File: src/rtl/banco_registradores_pkg.sv
// Constants and helpers shared by the register file, the operand multiplexer and the control unit.
// Width, register count and the program-counter index all live here.
package banco_registradores_pkg;

    localparam int DATA_W   = 16;
    localparam int NUM_REGS = 8;
    localparam int PC_INDEX = NUM_REGS - 1;

    typedef logic [NUM_REGS-1:0] reg_sel_t;

    // True when more than one register is selected by a write-enable vector
    function automatic logic is_multi_hot(input reg_sel_t sel);
        return (sel & (sel - reg_sel_t'(1))) != '0;
    endfunction

endpackage : banco_registradores_pkg

File: src/rtl/banco_registradores_registrador_n.sv
// Plain DATA_W-bit register with load enable and asynchronous active-low reset.
// Used for the general-purpose registers R0..R6.
module registrador_n #(
    parameter int                DATA_W    = banco_registradores_pkg::DATA_W,
    parameter logic [DATA_W-1:0] RESET_VAL = '0
) (
    input  logic              clock,
    input  logic              resetn,
    input  logic              i_en,
    input  logic [DATA_W-1:0] i_d,
    output logic [DATA_W-1:0] o_q
);

    logic [DATA_W-1:0] r_q;

    always_ff @(posedge clock or negedge resetn) begin
        if (!resetn) begin
            r_q <= RESET_VAL;
        end else if (i_en) begin
            r_q <= i_d;
        end
    end

    assign o_q = r_q;

endmodule : registrador_n

File: src/rtl/banco_registradores.sv
// Eight-register file of the 16-bit processor; R7 is the program counter (load beats increment).
// Also keeps two sticky status flags: PC wrap-around and multi-register write.
module banco_registradores #(
    parameter int                DATA_W   = banco_registradores_pkg::DATA_W,
    parameter logic [DATA_W-1:0] PC_RESET = '0,
    parameter logic [DATA_W-1:0] R_RESET  = '0
) (
    input  logic              clock,
    input  logic              resetn,
    input  logic [DATA_W-1:0] bus_in,
    input  logic [7:0]        rin,
    input  logic              incr_pc,
    output logic [DATA_W-1:0] r0,
    output logic [DATA_W-1:0] r1,
    output logic [DATA_W-1:0] r2,
    output logic [DATA_W-1:0] r3,
    output logic [DATA_W-1:0] r4,
    output logic [DATA_W-1:0] r5,
    output logic [DATA_W-1:0] r6,
    output logic [DATA_W-1:0] r7,
    output logic              pc_wrap,
    output logic              wr_multi
);

    import banco_registradores_pkg::*;

    localparam logic [DATA_W-1:0] PC_STEP = {{(DATA_W-1){1'b0}}, 1'b1};

    logic [DATA_W-1:0] w_regs [PC_INDEX];
    logic [DATA_W-1:0] r_pc;
    logic              r_pc_wrap;
    logic              r_wr_multi;
    logic              w_pc_load;
    logic              w_pc_incr;
    logic              w_pc_at_max;

    genvar gi;
    generate
        for (gi = 0; gi < PC_INDEX; gi++) begin : g_gpr
            registrador_n #(
                .DATA_W    (DATA_W),
                .RESET_VAL (R_RESET)
            ) u_reg (
                .clock  (clock),
                .resetn (resetn),
                .i_en   (rin[gi]),
                .i_d    (bus_in),
                .o_q    (w_regs[gi])
            );
        end
    endgenerate

    assign w_pc_load   = rin[PC_INDEX];
    assign w_pc_incr   = incr_pc && !w_pc_load;
    assign w_pc_at_max = &r_pc;

    always_ff @(posedge clock or negedge resetn) begin
        if (!resetn) begin
            r_pc <= PC_RESET;
        end else if (w_pc_load) begin
            r_pc <= bus_in;
        end else if (w_pc_incr) begin
            r_pc <= r_pc + PC_STEP;
        end
    end

    // Wrap counts only for an increment out of all-ones; a jump to zero does not set it
    always_ff @(posedge clock or negedge resetn) begin
        if (!resetn) begin
            r_pc_wrap  <= 1'b0;
            r_wr_multi <= 1'b0;
        end else begin
            if (w_pc_incr && w_pc_at_max) begin
                r_pc_wrap <= 1'b1;
            end
            if (is_multi_hot(reg_sel_t'(rin))) begin
                r_wr_multi <= 1'b1;
            end
        end
    end

    assign r0       = w_regs[0];
    assign r1       = w_regs[1];
    assign r2       = w_regs[2];
    assign r3       = w_regs[3];
    assign r4       = w_regs[4];
    assign r5       = w_regs[5];
    assign r6       = w_regs[6];
    assign r7       = r_pc;
    assign pc_wrap  = r_pc_wrap;
    assign wr_multi = r_wr_multi;

endmodule : banco_registradores

File: config.mk
export PLATFORM = sky130hd
export DESIGN_NAME = banco_registradores
export DESIGN_NICKNAME = d
export VERILOG_FILES = /design/src/rtl/banco_registradores_pkg.sv /design/src/rtl/banco_registradores_registrador_n.sv /design/src/rtl/banco_registradores.sv
export SDC_FILE = /design/constraint.sdc
export NUM_CORES = 1
export LEC_CHECK = 0
export BUFFER_PORTS_ARGS = -buffer_cell sky130_fd_sc_hd__buf_2
export CAP_MARGIN = 25
export CORE_AREA = 2 2 104 106
export DETAILED_ROUTE_END_ITERATION = 10
export DIE_AREA = 0 0 106 108
export PLACE_DENSITY_LB_ADDON = 0.15
export SLEW_MARGIN = 5
export SYNTH_ARGS = -nofsm -noshare
export SYNTH_HDL_FRONTEND = slang
export SYNTH_SLANG_ARGS = --single-unit
File: constraint.sdc
create_clock -name clock -period 1.7 [get_ports clock]
set_input_delay 0.255 -clock clock [delete_from_list [all_inputs] [get_ports clock]]
set_output_delay 0.255 -clock clock [all_outputs]
set_load 0.01 [all_outputs]
==> results.md, run 1 <==
- Placed Area: 6150 µm²
- Grt total ovfl: 0
- CTS buffer count: 17
- Slew Limit Fails: 0
- I/O pin count: 157
- Period utilisation layout: 0.899
- Worst hold slack: 0.0811 ns
- Core box area: 10200 µm²
- Synth Warn #: 0
- DP HPWL: 8730 µm
- Post-Synth Adder-Cell Area: 0.00458
- TNS Setup: 0 ns
- Peak supply drop: 0.604 mV
- #FFs+latches synth: 130
- Initial DRC count: 137
- Largest family of logic cells by synthesized area: multiplexers
- Largest net degree at the start of global routing: 41
- Final instance area: 6680 µm²
- CP Class: reg -> reg
- FFs w/ async S/R, synth: 1.00
- Final Setup Violations: 0
- Chip Width: 106 µm
- XOR/XNOR share of the synthesized area: 0.0220
- Via Count: 3508
- Vias per std cell: 5.24
- Synth Area in Compound Gates: 0.0207
- Total wire length: 12200 µm
- Nets: 550
- Root Buffer Master: clkbuf_8
- DR WL/cell: 18.3 µm
- R2R setup slack: 0.17 ns
- Antenna viol nets, final: 0
- Mapped Cells: 356
- RSZ-0062 raised after global routing: no
- Worst Path Arrival: 1.92 ns
- Hold Fails Final Rpt: 0
- Synth area leaders: dfrtp_1, mux2_2, xnor2_1
- Post-CTS setup buffer count: 0
- Hold Path Class: in -> reg
- DR pass1 iterations: 4
- Crit. End Element: flip-flop
- Antenna violations before repair: 0
- Number of global-route vias before repair: 3666
- Initial Utilization: 0.507
- Die ar.: 11400 µm²
- Peak fanout along the critical path: 5
- ANT cells: 0
- Yosys cell types: 30
- Final min period: 1.53 ns
- First-pass GRT wire length: 19600 µm
- Clock tree buffer depth: 2
- Area share of the largest cell type after synthesis: 0.627
- Main synth FF type: dfrtp_1
- Worst path required time: 2.09 ns
- Fmax: 654 MHz
- Crit path launch type: flip-flop
- Cell Area, Synth: 5190 µm²
- Fin cells: 670
- Rows: 37
- Max-cap violations: 0
- Top-count cell post-synth: dfrtp_1
- Placed cells: 638
- Latest clock arrival within the worst-skew pair: 0.51 ns
- Pwr Total: 7.86 mW
- Synth cell count leaders: dfrtp_1, mux2_2, nand2_1, o21ai_0
- Multiplexer share of the synthesized area: 0.249
- IO buf count: 156
- Clock slew at reported path FFs: 0.06 ns
- Share of post-route cells with drive strength above 1: 0.581
- Post-synth EDFFs: 0
- Synth Area in Simple Gates: 0.0545
- Die H: 108 µm
- Total Routing Usage GR: 0.228
- Layout area overhead: 28.7%
- CTS tree: yes
- Sequential share of the synthesized area: 0.627
- Clock Sinks: 130
- Setup Skew: 0.00458 ns
- Status: complete, no violations
- Post-Syn Area per Cell: 14.6 µm²
- Pleak: 3.08 nW
- Worst Max-Slew Pin Slew: 0.561 ns
- Placer Congestion: 0.860
- Post-synthesis net count: 384
- DRC: 0
- Slew HR: 0.626
- Post-synth top area cell: dfrtp_1
- Power Dens Cells: 1180 nW/µm²
- # H-tree levels: 4
-- layout by cell type (no fill, tap or decap), drive strengths merged --
cell type,n
mux2i,2
inv,3
clkinvlp,1
ha,1
maj3,1
clkbuf,26
buf,166
clkinv,4
xor2,4
nand3,6
nand4,8
o21ai,13
or3,1
a221oi,1
a221o,1
nor2,6
a21oi,1
nor2b,1
nor3b,1
dfrtp,130
nor3,6
dlygate4sd3,1
o221ai,1
a41o,1
mux2,113
nand2,19
nor4,6
or2,1
xnor2,9
-- cells by family (layout without fill, tap and decap cells) --
logic type                 after synthesis  after routing
buffers and inverters                   23            201
adders and majority gates                2              2
muxes                                  115            115
DFF                                    130            130
xor gates and xnor gates                13             13
AOI/OAI and AO/OA                       18             18
and+or+nand+nor                         55             55
-- registers in the layout, summed over array words and instances, names as in the netlist --
name,flops
g_gpr.u_reg.o_q,112
pc_wrap,1
r7,16
wr_multi,1
-- through the flow --
| stage | setup slack (ns) | util |
|---|---|---|
| global placement | 0.249 | 0.601 |
| global route | 0.0816 | 0.653 |
| finish | 0.171 | 0.653 |
| floorplan | 0.233 | - |
| CTS | 0.191 | 0.653 |
| detailed placement | 0.206 | 0.601 |
-- layer usage --
layer  part of all wire  routed length, µm  track usage
met2               0.49               5980        0.364
met4             0.0096                118       0.0827
met1               0.43               5270        0.297
met5                  0                  0            0
met3              0.071                872       0.0729
-- worst max-delay path, stage by stage (launching register included) --
cell and delay, ns:
dfrtp_1 0.35, ha_1 0.27, nand3_1 0.12, nor4_1 0.30
nor3b_1 0.09, a221o_1 0.28
-- report_power, final --
part           total (mW)  internal, mW  switching [mW]
Combinational        1.14         0.542           0.602
Sequential           3.59          3.40           0.188
Clock                3.13          1.93            1.20
-- final timing paths --
path / from / to / depth (start not counted)
worst max-delay path: r7[0] / r7[14] / 5
worst min-delay path: bus_in[5] / r7[5] / 3
worst max register to register: r7[0] / r7[14] / 5
worst min register to register: pc_wrap / pc_wrap / 1
max in group asynchronous: resetn / g_gpr[5].u_reg.o_q[3] / 3
min in group asynchronous: resetn / r7[11] / 2
-- cell type report --
class,count,area (µm²)
inverter,3,11.3
fill,818,3550
multi-input combinational,203,1820
clock buffer,26,488
sequential,130,3250
tap,136,170
clock inverter,5,27.5
timing repair buffer,167,906
-- what timing repair did --
| item | in CTS | in global routing |
|---|---|---|
| gates resized for setup | 0 | 0 |
| endpoints found under the hold margin | 28 | 0 |
| hold buffers | 1 | 0 |
Power figures use the tool's default switching activity.
==> inputs of run 2 (changes only) <==
clock period = 1.41 ns   (was 1.7 ns; I/O delays follow)
==> results.md, run 2 (same netlist as run 1, synthesis figures left out) <==
- Status: finished, violations left
- Violated checks: setup timing
- Worst hold slack: 0.0121 ns (-0.0690 ns)
- Final min period: 1.46 ns (-0.0667 ns)
- Largest net degree at the start of global routing: 70 (+71%)
- CTS buffer count: 17 (unchanged)
- Top delay family on crit path: simple AND/OR/NAND/NOR gates
- Share of post-route cells with drive strength above 1: 0.633 (+0.0527)
- Met3 usage: 0.0820 (+0.00904)
- Slew HR: 0.643 (+0.0167)
- Part of the power in registers: 0.395 (-0.062)
- Critical-path top delay cell: dfrtp_1
- Crit. End Element: flip-flop
- Int Pwr: 8.37 mW (+43%)
- Max reg flops: 112 (unchanged)
- Vias per std cell: 5.28 (+0.82%)
- RSZ-0062 raised after global routing: yes
- Root Buffer Master: clkbuf_8
- Hold path depth: 3 (unchanged)
- Placed cells: 649 (+1.7%)
- CTS tree: yes
- RR Endpoint: r7[14]
- Core box area: 10200 µm² (unchanged)
- I/O pin count: 157 (unchanged)
- Total Routing Usage GR: 0.231 (+0.00259)
- Latest clock arrival within the worst-skew pair: 0.52 ns (about the same)
- Die ar.: 11400 µm² (unchanged)
- Hold Path Class: in -> reg
- R2R setup slack: -0.05 ns (-0.22 ns)
- Commonest non-fill, non-tap cell in the layout: buf_2
- Grt peak-use layer: met2
- Max-cap violations: 0 (unchanged)
- Peak supply drop: 0.990 mV (+64%)
- # H-tree levels: 4 (unchanged)
- Placed Area: 6250 µm² (+1.6%)
- Hold Fails Final Rpt: 0 (unchanged)
- Clock slew at reported path FFs: 0.06 ns (about the same)
- Crit path launch type: flip-flop
- Fmax: 684 MHz (+4.6%)
- Worst r2r path cells: 5 (unchanged)
- Layout area overhead: 39.4%
- Layout filler cell count: 730 (-11%)
- Crit-path cells: buf_6, nand4_1, nor4_2, nor3b_1, a221o_1
- CP Class: reg -> reg
- Worst path required time: 1.81 ns (-0.28 ns)
- Combinational share of power: 0.146 (about the same)
- Met2 usage: 0.372 (+0.00876)
- DRC: 0 (unchanged)
- DR pass1 iterations: 4 (unchanged)
- Fin cells: 696 (+3.9%)
- Die H: 108 µm (unchanged)
- Clock Sinks: 130 (unchanged)
- Period utilisation layout: 1.04 (+0.138)
- Final Setup Violations: 5 (+5)
- Sw frac: 0.236 (-0.0177)
- Worst Path Arrival: 1.86 ns (-0.06 ns)
- Grt total ovfl: 0 (unchanged)
- Pwr Total: 11.0 mW (+39%)
- Pre-CTS setup slack: 0.00135 ns (-0.205 ns)
- Antenna violations before repair: 1 (+1)
- Hold endpoint: r7[11]
- Final setup margin: -0.0524 ns (-0.223 ns)
- Number of global-route vias before repair: 3659 (-0.19%)
- Initial DRC count: 165 (+20%)
- GR met1 Demand/Resource: 0.300 (+0.00297)
- Crit path buffers/inverters: 1 (+1)
- Nets: 574 (+4.4%)
- Crit-path max cell delay: 0.37 ns (+0.02 ns)
- Hold path start: bus_in[11]
- Peak fanout along the critical path: 2 (-3)
- IO buf count: 156 (unchanged)
- Placer Congestion: 0.881 (+2.4%)
- DP HPWL: 8690 µm (-0.42%)
- Most frequent cells in the layout: buf_2, dfrtp_1, mux2_2
- Rows: 37 (unchanged)
- Clock tree buffer depth: 2 (unchanged)
- Worst Max-Slew Pin Slew: 0.535 ns (-0.0251 ns)
- Pleak: 3.30 nW (+7.3%)
- Via Count: 3674 (+4.7%)
- Antenna viol nets, final: 0 (unchanged)
- Chip Width: 106 µm (unchanged)
- Total wire length: 13100 µm (+7.3%)
- First-pass GRT wire length: 19800 µm (+0.81%)
- Net switching power: 2.58 mW (+30%)
- Slew Limit Fails: 0 (unchanged)
- DR WL/cell: 18.9 µm (+3.3%)
- Initial Utilization: 0.507 (unchanged)
- Final instance area: 7230 µm² (+8.3%)
- Reg2reg start: r7[2]
- Setup Skew: 0.00527 ns (+0.000687 ns)
- Clock Power Share: 0.458 (+0.060)
- Power Dens Cells: 1510 nW/µm² (+29%)
[run 2: cell types whose count changed in the layout (fill, tap and decap cells not counted), sizes merged]
cell      previous run  this run
bufinv               0         6
clkinvlp             1         2
buf                166       190
clkinv               4         0
diode                0         1
clkbuf              26        24
[run 2: metrics by stage]
step	TNS, ns	utilization
final	-0.116	0.707
after global routing	-0.708	0.707
after CTS	0	0.690
after detailed placement	0	0.611
after global placement	0	0.611
after floorplan	-0.00180	-
[run 2: how the worst max path moves through the flow]
stage,from,to,depth (start not counted)
floorplan,r7[2],r7[14],5
global placement,rin[1],wr_multi,5
detailed placement,rin[1],wr_multi,5
CTS,r7[3],r7[3],2
global route,r7[2],r7[14],5
finish,r7[2],r7[14],5
[run 2: timing repair]
action,CTS,global route
resized for setup,12,26
endpoints found under the hold margin,130,0
endpoints found under the setup margin,10,18
hold buffers,1,0
pin swaps,0,4
setup buffers,9,5
[run 2: layout make-up]
cell class | instances | area, µm² | share of cell area
antenna | 1 | 2.50 | 0.000346
clock buffer | 24 | 490 | 0.0678
clock inverter | 8 | 195 | 0.0270
inverter | 3 | 11.3 | 0.00156
multi-input combinational | 203 | 1920 | 0.266
sequential | 130 | 3260 | 0.450
tap | 136 | 170 | 0.0235
timing repair buffer | 191 | 1180 | 0.163
[run 2: metal layers]
metal / routed length (µm) / share of wire
met5: 0 / 0
met2: 6630 / 0.50
met3: 909 / 0.069
met1: 5470 / 0.42
met4: 119 / 0.0091
[run 2: worst register-to-register path, stage by stage, from the launching register on]
cell and delay, ns:
dfrtp_1 0.37, buf_6 0.11, nand4_1 0.17, nor4_2 0.35, nor3b_1 0.08, a221o_1 0.27
[run 2: power by group through the flow]
| stage | Sequential (mW) | Clock (mW) | Combinational (mW) |
|---|---|---|---|
| after floorplan | 4.55 | 0 | 0.525 |
| final | 4.33 | 5.02 | 1.60 |
| after CTS | 4.32 | 5.06 | 1.54 |
| after global placement | 4.35 | 0 | 1.44 |
| after detailed placement | 4.38 | 0 | 1.46 |
| after global routing | 4.37 | 5.29 | 1.72 |
==> inputs of run 3 (changes only) <==
MAX_ROUTING_LAYER = met4   (was not set)
==> results.md, run 3 (same netlist as run 1, synthesis figures left out) <==
- Worst path required time: 1.80 ns (about the same)
- Die ar.: 11400 µm² (unchanged)
- Status: finished, violations left
- Largest net degree at the start of global routing: 70 (unchanged)
- IO buf count: 156 (unchanged)
- Slew HR: 0.670 (+0.0274)
- Violated checks: setup timing
- Grt total ovfl: 0 (unchanged)
- Max reg flops: 112 (unchanged)
- Hold path start: bus_in[12]
- Total wire length: 12900 µm (-1.8%)
- Core box area: 10200 µm² (unchanged)
- Final min period: 1.45 ns (-0.0167 ns)
- Initial Utilization: 0.507 (unchanged)
- Via Count: 3714 (+1.1%)
- Crit. End Element: flip-flop
- R2R setup slack: -0.04 ns (+0.02 ns)
- Clock Sinks: 130 (unchanged)
- Top delay family on crit path: simple AND/OR/NAND/NOR gates
- Sw frac: 0.243 (+0.00731)
- Worst Path Arrival: 1.84 ns (-0.02 ns)
- Placer Congestion: 0.891 (+1.2%)
- Clock tree buffer depth: 2 (unchanged)
- GR met1 Demand/Resource: 0.311 (+0.0109)
- Final instance area: 7040 µm² (-2.6%)
- DR pass1 iterations: 4 (unchanged)
- Most frequent cells in the layout: buf_2, dfrtp_1, mux2_2
- First-pass GRT wire length: 19700 µm (-0.38%)
- Grt peak-use layer: met2
- Final Setup Violations: 4 (-1)
- Met3 usage: 0.0717 (-0.0102)
- Power Dens Cells: 1430 nW/µm² (-5.7%)
- Crit. Startpoint: r7[9]
- Peak supply drop: 0.850 mV (-14%)
- Number of global-route vias before repair: 3693 (+0.93%)
- CTS buffer count: 17 (unchanged)
- Layout area overhead: 35.8%
- Hold Fails Final Rpt: 0 (unchanged)
- RSZ-0062 raised after global routing: yes
- Hold endpoint: r7[12]
- Hold path depth: 3 (unchanged)
- Pleak: 3.25 nW (-1.5%)
- Hold Path Class: in -> reg
- Total Routing Usage GR: 0.239 (+0.00797)
- Int Pwr: 7.62 mW (-9.0%)
- Setup Skew: 0.00712 ns (+0.00185 ns)
- Initial DRC count: 150 (-9.1%)
- Root Buffer Master: clkbuf_8
- ANT cells: 0 (-1)
- Period utilisation layout: 1.03 (-0.0118)
- Chip Width: 106 µm (unchanged)
- TNS Setup: -0.0846 ns (+0.0318 ns)
- CTS tree: yes
- Latest clock arrival within the worst-skew pair: 0.51 ns (about the same)
- Share of post-route cells with drive strength above 1: 0.621 (-0.0123)
- Worst r2r path cells: 4 (-1)
- Crit-path max cell delay: 0.42 ns (+0.05 ns)
- Nets: 573 (-0.17%)
- RR Endpoint: r7[14]
- Worst Max-Slew Pin Slew: 0.494 ns (-0.0412 ns)
- I/O pin count: 157 (unchanged)
- Final setup margin: -0.0358 ns (+0.0167 ns)
- Placed Area: 6220 µm² (-0.44%)
- DR WL/cell: 18.7 µm (-0.93%)
- Die H: 108 µm (unchanged)
- Critical-path top delay cell: dfrtp_1
- Crit path launch type: flip-flop
- DP HPWL: 8660 µm (-0.41%)
- Rows: 37 (unchanged)
- Combinational share of power: 0.156 (+0.010)
- Peak fanout along the critical path: 5 (+3)
- Part of the power in registers: 0.430 (+0.035)
- # H-tree levels: 4 (unchanged)
- Clock Power Share: 0.414 (-0.044)
- Clock slew at reported path FFs: 0.06 ns (about the same)
- Met2 usage: 0.366 (-0.00599)
- Antenna violations before repair: 0 (-1)
- Commonest non-fill, non-tap cell in the layout: buf_2
- CP Class: reg -> reg
- DRC: 0 (unchanged)
- Fmax: 692 MHz (+1.2%)
- Antenna viol nets, final: 0 (unchanged)
- Crit-path cells: nand4_1, nor4_4, nor3b_2, a221o_1
- Reg2reg start: r7[9]
- Slew Limit Fails: 0 (unchanged)
- Net switching power: 2.44 mW (-5.3%)
- Crit path buffers/inverters: 0 (-1)
- Vias per std cell: 5.38 (+2.0%)
- Max-cap violations: 0 (unchanged)
run 3: worst max-delay path by stage:
stage,end,slack (ns),depth (start not counted)
after floorplan,r7[14],-0.002,5
after global placement,wr_multi,0.04,5
after detailed placement,wr_multi,0.01,5
after CTS,r7[8],0.002,2
after global routing,r7[8],-0.10,4
final,r7[14],-0.04,4
run 3: worst reg2reg max path, delay by kind of cell, from the launching register on:
kind | cells | cell delay, ns
flops | 1 | 0.42
compound gates | 1 | 0.26
simple gates | 3 | 0.65
run 3: metrics by stage:
stage          hold slack (ns)  utilization  setup slack (ns)  total power, mW  cells
3_5_place_dp             0.256        0.608            0.0113             5.83    647
3_3_place_gp             0.256        0.608            0.0393             5.78    647
6_report                0.0293        0.688           -0.0358             10.1    690
4_1_cts                0.00510        0.675           0.00162             10.1    682
2_1_floorplan          -0.0841            -          -0.00180             5.08    356
5_1_grt                 0.0247        0.688            -0.104             10.5    690
run 3: metal layers:
layer	up-vias	wire length, µm	share of wire
met5	-	0	0
met4	0	177	0.014
met3	16	844	0.065
met2	133	6390	0.50
met1	1914	5480	0.43
li1	1651	-	-
run 3: cell type report:
cell class / count / area [µm²]
clock buffer: 21 / 449
clock inverter: 7 / 110
fill: 793 / 3190
inverter: 3 / 11.3
multi-input combinational: 203 / 1890
sequential: 130 / 3250
tap: 136 / 170
timing repair buffer: 190 / 1150
run 3: power by group through the flow:
| stage | Clock (mW) | Combinational [mW] | Sequential (mW) |
|---|---|---|---|
| after CTS | 4.24 | 1.53 | 4.32 |
| final | 4.17 | 1.57 | 4.32 |
| after detailed placement | 0 | 1.46 | 4.37 |
| after floorplan | 0 | 0.525 | 4.55 |
| after global placement | 0 | 1.43 | 4.35 |
| after global routing | 4.43 | 1.69 | 4.37 |
run 3: timing repair:
action / CTS / global route
resized for setup: 16 / 11
setup endpoints to repair: 10 / 18
hold endpoints to repair: 130 / 0
hold buffers: 1 / 0
buffers inserted: 6 / 8
pin swaps: 0 / 7
